## src/rtl/fifo_wr_arbiter.sv

```systemverilog
// fifo_wr_arbiter: round-robin, burst-limited arbiter sharing one FIFO write port among NUM_REQ requesters
module fifo_wr_arbiter #(
  parameter int DATA_WIDTH = 8,
  parameter int NUM_REQ    = 4,
  parameter int MAX_BURST  = 4
) (
  input  logic                          clk,
  input  logic                          rst_n,
  input  logic [NUM_REQ-1:0]            req_valid,
  input  logic [NUM_REQ*DATA_WIDTH-1:0] req_data,
  output logic [NUM_REQ-1:0]            req_ready,
  input  logic                          fifo_full,
  output logic                          fifo_wr_en,
  output logic [DATA_WIDTH-1:0]         fifo_din,
  output logic [$clog2(NUM_REQ)-1:0]    grant_id,
  output logic                          busy
);
  localparam int IW = $clog2(NUM_REQ);
  localparam int BW = $clog2(MAX_BURST + 1);
  typedef enum logic {IDLE, GRANT} state_t;
  state_t          state_q, state_d;
  logic [IW-1:0]   owner_q, owner_d, rr_ptr_q, rr_ptr_d, win, idx, owner_nxt;
  logic [IW:0]     sum;
  logic [BW-1:0]   burst_cnt_q, burst_cnt_d;
  logic            xfer, rel, any_valid;
  logic [DATA_WIDTH-1:0] data_a [NUM_REQ];
  for (genvar g = 0; g < NUM_REQ; g++) begin : g_slice
    assign data_a[g] = req_data[g*DATA_WIDTH +: DATA_WIDTH];
  end
  // descending scan so the lowest cyclic offset from rr_ptr wins
  always_comb begin
    win = rr_ptr_q;
    sum = '0;
    idx = '0;
    for (int k = NUM_REQ - 1; k >= 0; k--) begin
      sum = {1'b0, rr_ptr_q} + (IW+1)'(k);
      idx = (sum >= (IW+1)'(NUM_REQ)) ? IW'(sum - (IW+1)'(NUM_REQ)) : sum[IW-1:0];
      win = req_valid[idx] ? idx : win;
    end
  end
  assign any_valid = |req_valid;
  assign xfer      = (state_q == GRANT) && req_valid[owner_q] && !fifo_full;
  assign rel       = (state_q == GRANT) &&
                     (!req_valid[owner_q] || (xfer && burst_cnt_q == BW'(MAX_BURST - 1)));
  assign owner_nxt = (owner_q == IW'(NUM_REQ - 1)) ? '0 : owner_q + 1'b1;
  always_comb begin
    state_d     = state_q;
    owner_d     = owner_q;
    rr_ptr_d    = rr_ptr_q;
    burst_cnt_d = xfer ? burst_cnt_q + 1'b1 : burst_cnt_q;
    if (state_q == IDLE && any_valid) begin
      state_d     = GRANT;
      owner_d     = win;
      burst_cnt_d = '0;
    end
    if (rel) begin
      state_d  = IDLE;
      rr_ptr_d = owner_nxt;
    end
  end
  always_ff @(posedge clk or negedge rst_n) begin
    if (!rst_n) begin
      state_q     <= IDLE;
      owner_q     <= '0;
      rr_ptr_q    <= '0;
      burst_cnt_q <= '0;
    end else begin
      state_q     <= state_d;
      owner_q     <= owner_d;
      rr_ptr_q    <= rr_ptr_d;
      burst_cnt_q <= burst_cnt_d;
    end
  end
  assign fifo_wr_en = xfer;
  assign fifo_din   = xfer ? data_a[owner_q] : '0;
  assign req_ready  = xfer ? (NUM_REQ'(1) << owner_q) : '0;
  assign grant_id   = owner_q;
  assign busy       = (state_q == GRANT);
endmodule
```

## config.mk

```make
export PLATFORM = sky130hd
export DESIGN_NAME = fifo_wr_arbiter
export DESIGN_NICKNAME = d
export VERILOG_FILES = /design/src/rtl/fifo_wr_arbiter.sv
export SDC_FILE = /design/constraint.sdc
export NUM_CORES = 1
export LEC_CHECK = 0
export BUFFER_PORTS_ARGS = -buffer_cell sky130_fd_sc_hd__clkbuf_2
export CAP_MARGIN = 20
export CORE_MARGIN = 2
export CORE_UTILIZATION = 40
export DETAILED_ROUTE_END_ITERATION = 7
export MAX_ROUTING_LAYER = met4
export PLACE_DENSITY = 0.76
export SLEW_MARGIN = 20
export SYNTH_ARGS = -nofsm -noshare
export SYNTH_HDL_FRONTEND = slang
export SYNTH_SLANG_ARGS = --single-unit
```

## constraint.sdc

```tcl
create_clock -name clk -period 2.5 [get_ports clk]
set_clock_uncertainty 0.05 [all_clocks]
set_input_delay 0.125 -clock clk [delete_from_list [all_inputs] [get_ports clk]]
set_output_delay 0.125 -clock clk [all_outputs]
set_load 0.1 [all_outputs]
```

# Yosys cells after proc, flatten, opt, wreduce, memory -nomap -nowiden
# Index checks and enable logic that the tools add are counted.
# op_classes
shift	1
addsub	9
bitwise	2
mux	28
magnitude_cmp	10
n_eq_ne	2
n_reduce_logical	11
# ops
cell	count
$mux 8	3
$mux 2	9
$bmux 8 s2	1
$lt 2x3->1 const B	5
$ge 3x3->1 const B	4
$bmux 1 s2	5
$sub 2x1->2 const B	4
$mux 1	7
$add 2x2->3 const B	2
$mux 3	2
$logic_and 1x1->1	5
$mux 4	1
$reduce_bool 2->1	2
$reduce_or 4->1	1
$shl 1x2->4 const A	1
$add 2x1->3 const B	1
$add 3x1->3 const B	1
$eq 3x2->1 const B	1
$ge 2x3->1 const B	1
$not 2->3	1
$add 2x1->2 const B	1
$eq 2x2->1 const B	1
$logic_not 1->1	2
$logic_or 1x1->1	1
$not 1->1	1
# word_totals
out_inout_bits	16
regBits	8
inputBits	39
elab_cells	67

# Longest topological paths before layout
# Gate-level depths: netlist of the first run.
# logic_depth
ltp_word	9
depth_mapped	5
ltp_nobuf	5

# Least setup slack after synthesis of the first run
# No wires, ideal clock.
# synth_timing
kind	register to output
startpoint	reg owner_q[0], in the netlist grant_id[0]
endpoint	out fifo_din[0]
t_arrival_ps	2712
required_ps	2325
stages_incl_launch_ff	6
path_slack_ps	-387
n_path_buf	1
path_cell_list	dfrtp_1 -> mux4_2 -> nand3b_4 -> inv_4 -> buf_6 -> and2_1
# synth_between
elab_chain_len	5
word_cells_on_any_way	9
classes_between	mux (6); bitwise (1); reduce/logical (2)
# synth_lines
element	line	text
start, declared	22	logic [IW-1:0] owner_q, owner_d, rr_ptr_q, rr_ptr_d, win, idx, owner_nxt;
start signal, assigned	69	owner_q <= owner_d;
$bmux 1 s2	42	assign xfer = (state_q == GRANT) && req_valid[owner_q] && !fifo_full;
$mux 1 (implied by the code)	42	
$logic_and 1x1->1 (2 in series)	42	
named net fifo_wr_en	13	output logic fifo_wr_en,
$mux 8	75	assign fifo_din = xfer ? data_a[owner_q] : '0;
end, declared	14	output logic [DATA_WIDTH-1:0] fifo_din,
# The timed path passes the listed nets, and every way through them passes these cells. The select of a mux whose other input is x is not followed.

# Worst setup path after layout of the first run
# layout_timing
startpoint	reg owner_q[1], in the netlist grant_id[1]
endpoint	out fifo_din[3]
# layout_between
elab_chain_len	5
word_cells_on_any_way	9
classes_between	mux (6); bitwise (1); reduce/logical (2)
# layout_lines
element	line
$not 2->3 (implied by the code) / $bmux 1 s2 (equally long branches)	75, 42
$bmux 8 s2 / $mux 1 (equally long branches)	75, 42
$mux 8 (implied by the code) / $logic_and 1x1->1 (equally long branches) (2 in series)	75, 42
$mux 8 *	75
# Every way passes the cells marked *; elsewhere a longest branch is shown, timed or not. The select of a mux whose other input is x is not followed.

==> reports/qor.csv, run 1 <==
stage,metric,value,unit
clock_network,root buf cell,clkbuf_4,
synthesis,Simple-Gate Fraction of Synth Area,19.88,%
drt,Vias/cell,5.337,
synthesis,mux cell area share after synthesis,29.82,%
synthesis,largest family of logic cells by synthesized area,multiplexers,
finish,Antenna Cells,0,
sta,TNS Setup,0,ns
floorplanning,Core Rows,16,
grt,global-route track usage on met1,18.67,%
synthesis,synth top area cells,"mux4_2 24%, dfrtp_1 23%, ha_1 8.8%",
clock_network,post-CTS setup buffers,0,
placed_design,IO Port Bufs,54,
floorplanning,# IOs,55,
synthesis,post-synthesis sequential area ratio,23.39,%
drt,via count,870,
finish,fin area,1196,µm²
synthesis,Compound-Gate Fraction of Synth Area,11.99,%
synthesis,"Net Count, Synth",124,
clock_network,clock sink total,8,
placed_design,placed instance area,1160,µm²
sta,Fin. Hold Viols,0,
clock_network,cts repair resizes,0,
sta,fin crit period,2.160,ns
drt,Detailed Route WL,2210,µm
synthesis,yosys warns,0,
sta,Slew @ Worst Pin,0.5459,ns
setup_path,CP arrival,1.99,ns
clock_network,Clock Latency Late Sink,0.27,ns
floorplanning,Core Region,1982,µm²
placed_design,Placed Cells,158,
finish,fin cells,163,
floorplanning,die area,2526,µm²
synthesis,post-synth top area share,23.68,%
setup_path,worst-path fanout max,15,
power_and_ir_drop,Worst VDD drop,0.6754,mV
synthesis,cell area after synthesis,855.8,µm²
grt,grt met2 use,33.11,%
setup_path,r2r setup slk,0.83,ns
drt,initial drt markers,8,
placed_design,dpl hpwl,1847,µm
sta,final period utilization,86.40,%
setup_path,crit-path max cell delay,0.54,ns
setup_path,CP startpoint kind,flop,
synthesis,Synth area leader,mux4_2,
setup_path,worst-path cell chain,"mux4_2, nand3b_4, inv_4, and2_2, clkbuf_2",
drt,drt wl/cell,13.56,µm
grt,initial antenna violation count,0,
power_and_ir_drop,static leakage,0.6337,nW
sta,"Slew Viols, Final",0,
grt,number of global-route vias before repair,835,
synthesis,Post-Synth Adder-Cell Area,8.772,%
grt,grt ovf,0,
clock_network,clock-pin slew on the worst setup and hold paths,0.07,ns
synthesis,XOR/XNOR Fraction of Synth Area,0,%
grt,largest net degree at the start of global routing,16,
setup_path,slowest CP cell,dfrtp_2,
finish,Synth-to-Final Area Change,39.77,%
drt,final antenna-violating net count,0,
finish,layout cells sized above 1,61.03,%
grt,global-route wire length before repair,3429,µm
power_and_ir_drop,Cell Pwr Density,1234,nW/µm²
run,number of max-cap violations,0,
run_status,status,"complete, no violations",
synthesis,post-synthesis area per instance,10.83,µm²
floorplanning,Initial Util,43.18,%
grt,GRT busiest layer,met2,
clock_network,H-tree Lvls,1,
hold_path,worst hold path type,in2async,
clock_network,clock buffer depth,2,
sta,fmax,463.0,MHz
placed_design,RePlAce Congestion,0.8227,
floorplanning,die span in x,50.26,µm
clock_network,CTS tree,done,
setup_path,Setup CP Type,reg2out,
synthesis,post-synthesis instance total,79,
drt,First-pass DRT Iterations,4,
synthesis,"FF+latch count, synth",8,
sta,Slew HR,63.76,%
sta,final setup fails,0,
grt,Total Routing Usage GR,18.07,%
grt,met3 Use GR,3.869,%
drt,DRC Markers,0,
setup_path,WP data required,2.33,ns
clock_network,clock buffer count from CTS,3,
setup_path,Critical Path Sink Type,primary output,
synthesis,Synth cell types,31,
floorplanning,chip height,50.26,µm
finish,layout net count,182,
sta,RSZ-0062 raised after global routing,false,
-- timing repair --
action | 4_1_cts | 5_1_grt
endpoints found under the setup margin | 0 | 0
hold endpoints to repair | 8 | 0
hold buffers | 1 | 0
-- layout by cell type (no fill, tap or decap), types with 2 or more instances in the layout --
cell type / count
ha_1: 6
o21ai_0: 5
and2_2: 8
nand2_1: 3
clkbuf_4: 3
mux2_2: 2
mux4_2: 9
and2_1: 3
dfrtp_1: 6
a32o_1: 2
mux2i_1: 3
dfrtp_2: 2
inv_1: 7
clkbuf_2: 54
nand2b_1: 3
-- cell type report --
class | count | area [µm²]
sequential | 8 | 202.7
clock buffer | 4 | 26.28
fill | 187 | 785.8
timing repair buffer | 56 | 287.8
multi-input combinational | 60 | 613.1
inverter | 8 | 32.53
tap | 27 | 33.78
-- power by group --
group          switching [W]  leakage (nW)  internal [W]
combinational       0.000743         0.522      0.000337
sequential         0.0000959        0.0972      0.000189
clock              0.0000497        0.0150     0.0000613
total               0.000889         0.634      0.000587
-- flip-flops by register name (all words and copies together) (netlist names) --
register,count
rr_ptr_q,2
burst_cnt_q,3
busy,1
grant_id,2
-- synth_stat cells, drive strengths merged --
master / n
a2111o: 1
a2111oi: 1
a21oi: 2
a32o: 2
a41oi: 1
and2: 12
and3b: 1
buf: 3
dfrtp: 8
ha: 6
inv: 8
mux2: 2
mux2i: 3
mux4: 9
nand2: 3
nand2b: 3
nand3: 1
nand3b: 1
nor2: 1
nor2b: 1
nor3: 1
nor4: 1
o21ai: 5
o21bai: 1
o31ai: 1
or4: 1
-- layer usage --
metal / wire length [µm] / up-vias / part of all wire (%)
met5: 0 / - / 0
met4: 17 / 0 / 0.77
met3: 228 / 2 / 10
met2: 1088 / 49 / 49
met1: 875 / 408 / 40
li1: - / 411 / -
-- critical path: cells and delay by family, from the launching register on --
family        cells  cell delay, ns
buf+inv           2            0.43
mux               1            0.42
simple gates      2            0.32
flops             1            0.54
-- logic make-up after synthesis --
family | Yosys count
and+or+nand+nor | 26
adders and majority gates | 6
buffers and inverters | 11
muxes | 14
DFF | 8
AOI/OAI and AO/OA | 14
-- final timing paths --
path	cells past startpoint	from	end
min in group clk	3	fifo_full	burst_cnt_q[2]
worst max register to register	3	grant_id[1]	rr_ptr_q[0]
worst max-delay path	5	grant_id[1]	fifo_din[3]
worst min register to register	1	burst_cnt_q[0]	burst_cnt_q[0]
max in group asynchronous	2	rst_n	busy
worst min-delay path	2	rst_n	rr_ptr_q[1]
-- through the flow --
step           total power [W]  worst slack, ns  util, %  hold WS [ns]
6_report              0.001476           0.3400    60.35        0.1786
3_5_place_dp          0.001374           0.6179    58.52      -0.06678
4_1_cts               0.001491           0.3214    60.35        0.1802
2_1_floorplan         0.001184           0.2288        -       -0.2206
5_1_grt               0.001572           0.2113    60.35        0.1987
3_3_place_gp          0.001352           0.6481    58.52      -0.07125
Power figures use the tool's default switching activity.
==> inputs of run 2 (changes only) <==
Settings changed: CORE_UTILIZATION 40 to 41, PLACE_DENSITY 0.76 to 0.78.
==> run 2 against run 1 <==
Fmax rose by 0.81%; clock power is 12% lower; power shrank 1.5%; non-clock buffer count unchanged; critical path depth did not move; register-to-register slack barely moved; routed wire length is 7.9% lower; count of clock-buffer cells in the layout shrank 1; setup slack better by 0.017 ns; design area down 0.31%; sequential share of layout area rose by 0.053 points; final cell count fell by 0.61%; highest routed layer unchanged.
==> reports/qor.csv, run 2 (synthesis gave the netlist of run 1 again) <==
stage,metric,value,unit,change
finish,"commonest cells after routing, fill and taps aside","54 x clkbuf_2, 9 x mux4_2, 8 x and2_2",,
sta,Slew HR,63.03,%,-0.73 points
setup_path,WP data required,2.33,ns,about the same
grt,Total Routing Usage GR,17.77,%,-0.30 points
sta,"Slew Viols, Final",0,,unchanged
setup_path,r2r endpoint,rr_ptr_q[1],,
floorplanning,die area,2469,µm²,-2.3%
sta,Slew @ Worst Pin,0.5495,ns,+0.003618 ns
grt,GRT busiest layer,met2,,
clock_network,CTS tree,done,,
drt,Detailed Route WL,2036,µm,-7.9%
clock_network,post-CTS setup buffers,0,,unchanged
floorplanning,Initial Util,43.62,%,+0.44 points
clock_network,clock sink total,8,,unchanged
setup_path,r2r setup slk,0.84,ns,about the same
grt,global-route track usage on met1,20.31,%,+1.6 points
finish,layout net count,182,,unchanged
finish,Antenna Cells,0,,unchanged
run,number of max-cap violations,0,,unchanged
setup_path,CP startpoint kind,flop,,
finish,Synth-to-Final Area Change,39.33,%,
finish,"most common cell after layout, fill and taps aside",clkbuf_2,,
floorplanning,# IOs,55,,unchanged
grt,initial antenna violation count,0,,unchanged
power_and_ir_drop,total chip power,0.001454,W,-1.5%
clock_network,cts repair resizes,0,,unchanged
setup_path,Setup CP Type,reg2out,,
drt,final antenna-violating net count,0,,unchanged
floorplanning,Core Rows,16,,unchanged
setup_path,crit-path max cell delay,0.54,ns,about the same
setup_path,Worst Reg-to-Reg Cells,3,,unchanged
clock_network,clock buffer count from CTS,3,,unchanged
run_status,status,"complete, no violations",,
setup_path,worst-path cell chain,"mux4_2, nand3b_4, inv_4, and2_2, clkbuf_2",,
power_and_ir_drop,Worst VDD drop,0.6274,mV,-7.1%
placed_design,IO Port Bufs,54,,unchanged
sta,final setup fails,0,,unchanged
clock_network,clock-pin slew on the worst setup and hold paths,0.06,ns,about the same
power_and_ir_drop,static leakage,0.6325,nW,-0.19%
grt,number of global-route vias before repair,761,,-8.9%
placed_design,worst slack at placement,0.6055,ns,-0.01246 ns
drt,DRC Markers,0,,unchanged
finish,FILL cells,172,,-8.0%
grt,met3 Use GR,4.848,%,+0.98 points
placed_design,dpl hpwl,1757,µm,-4.9%
floorplanning,die span in x,49.69,µm,-1.1%
drt,First-pass DRT Iterations,4,,unchanged
setup_path,slowest CP cell,dfrtp_2,,
grt,grt ovf,0,,unchanged
clock_network,root buf cell,clkbuf_4,,
drt,drt wl/cell,12.57,µm,-7.3%
finish,layout cells sized above 1,61.48,%,+0.45 points
setup_path,worst-path fanout max,15,,unchanged
finish,Largest register FFs,3,,unchanged
placed_design,RePlAce Congestion,0.8213,,-0.17%
power_and_ir_drop,Cell Pwr Density,1219,nW/µm²,-1.2%
drt,initial drt markers,7,,-1
sta,TNS Setup,0,ns,unchanged
setup_path,Reg-to-Reg Start,grant_id[1],,
finish,fin area,1192,µm²,-0.31%
floorplanning,chip height,49.69,µm,-1.1%
floorplanning,Core Region,1962,µm²,-1.0%
grt,grt met2 use,30.22,%,-2.9 points
placed_design,placed instance area,1160,µm²,unchanged
sta,post-route worst setup slack,0.3573,ns,+0.01737 ns
drt,via count,832,,-4.4%
sta,RSZ-0062 raised after global routing,false,,
sta,Fin. Hold Viols,0,,unchanged
grt,global-route wire length before repair,3318,µm,-3.2%
finish,Top reg by flops,burst_cnt_q,,
setup_path,Critical Path Sink Type,primary output,,
drt,Vias/cell,5.136,,-3.8%
clock_network,H-tree Lvls,1,,unchanged
grt,largest net degree at the start of global routing,16,,unchanged
hold_path,worst hold path type,in2async,,
sta,fmax,466.7,MHz,+0.81%
sta,final period utilization,85.71,%,-0.70 points
setup_path,CP arrival,1.97,ns,-0.02 ns
sta,fin crit period,2.143,ns,-0.01737 ns
finish,final core occ,60.78,%,+0.42 points
clock_network,Clock Latency Late Sink,0.26,ns,about the same
clock_network,clock buffer depth,2,,unchanged
## run 2: critical path: cells and delay by family, from the launching register on
| family | cells | cell delay (ns) |
|---|---|---|
| buf+inv | 2 | 0.43 |
| mux | 1 | 0.41 |
| flops | 1 | 0.54 |
| simple gates | 2 | 0.32 |
## run 2: worst max path at each step
stage / from / end / slack, ns / depth (start not counted)
3_3_place_gp: grant_id[0] / fifo_din[7] / 0.63 / 4
3_5_place_dp: grant_id[0] / fifo_din[7] / 0.61 / 4
5_1_grt: grant_id[1] / fifo_din[3] / 0.26 / 5
4_1_cts: grant_id[0] / fifo_din[7] / 0.34 / 4
6_report: grant_id[1] / fifo_din[7] / 0.36 / 5
2_1_floorplan: grant_id[0] / fifo_din[0] / 0.23 / 5
## run 2: stage by stage
stage                     cells  hold slack (ns)
after detailed placement    158         -0.06704
after global routing        162           0.2099
after floorplan              79          -0.2206
final                       162           0.1912
after global placement      158         -0.06977
after CTS                   162           0.2015
## run 2: report_power, final
part           switching [W]  internal [W]
combinational       0.000737      0.000334
sequential         0.0000961      0.000190
clock              0.0000430     0.0000549
## run 2: final cells by class
| type | instances | area (µm²) | share of cell area (%) |
|---|---|---|---|
| sequential | 8 | 202.7 | 17.00 |
| clock buffer | 3 | 22.52 | 1.889 |
| inverter | 8 | 32.53 | 2.728 |
| timing repair buffer | 56 | 287.8 | 24.13 |
| tap | 27 | 33.78 | 2.833 |
| multi-input combinational | 60 | 613.1 | 51.42 |
## run 2: what timing repair did
item | 4_1_cts | 5_1_grt
hold endpoints to repair | 8 | 0
endpoints found under the setup margin | 0 | 0
hold buffers | 1 | 0
## run 2: metal layers
| metal | vias to the layer above | part of all wire, % |
|---|---|---|
| li1 | 411 | - |
| met1 | 376 | 41 |
| met2 | 43 | 48 |
| met3 | 2 | 9.6 |
| met4 | 0 | 0.93 |
| met5 | - | 0 |
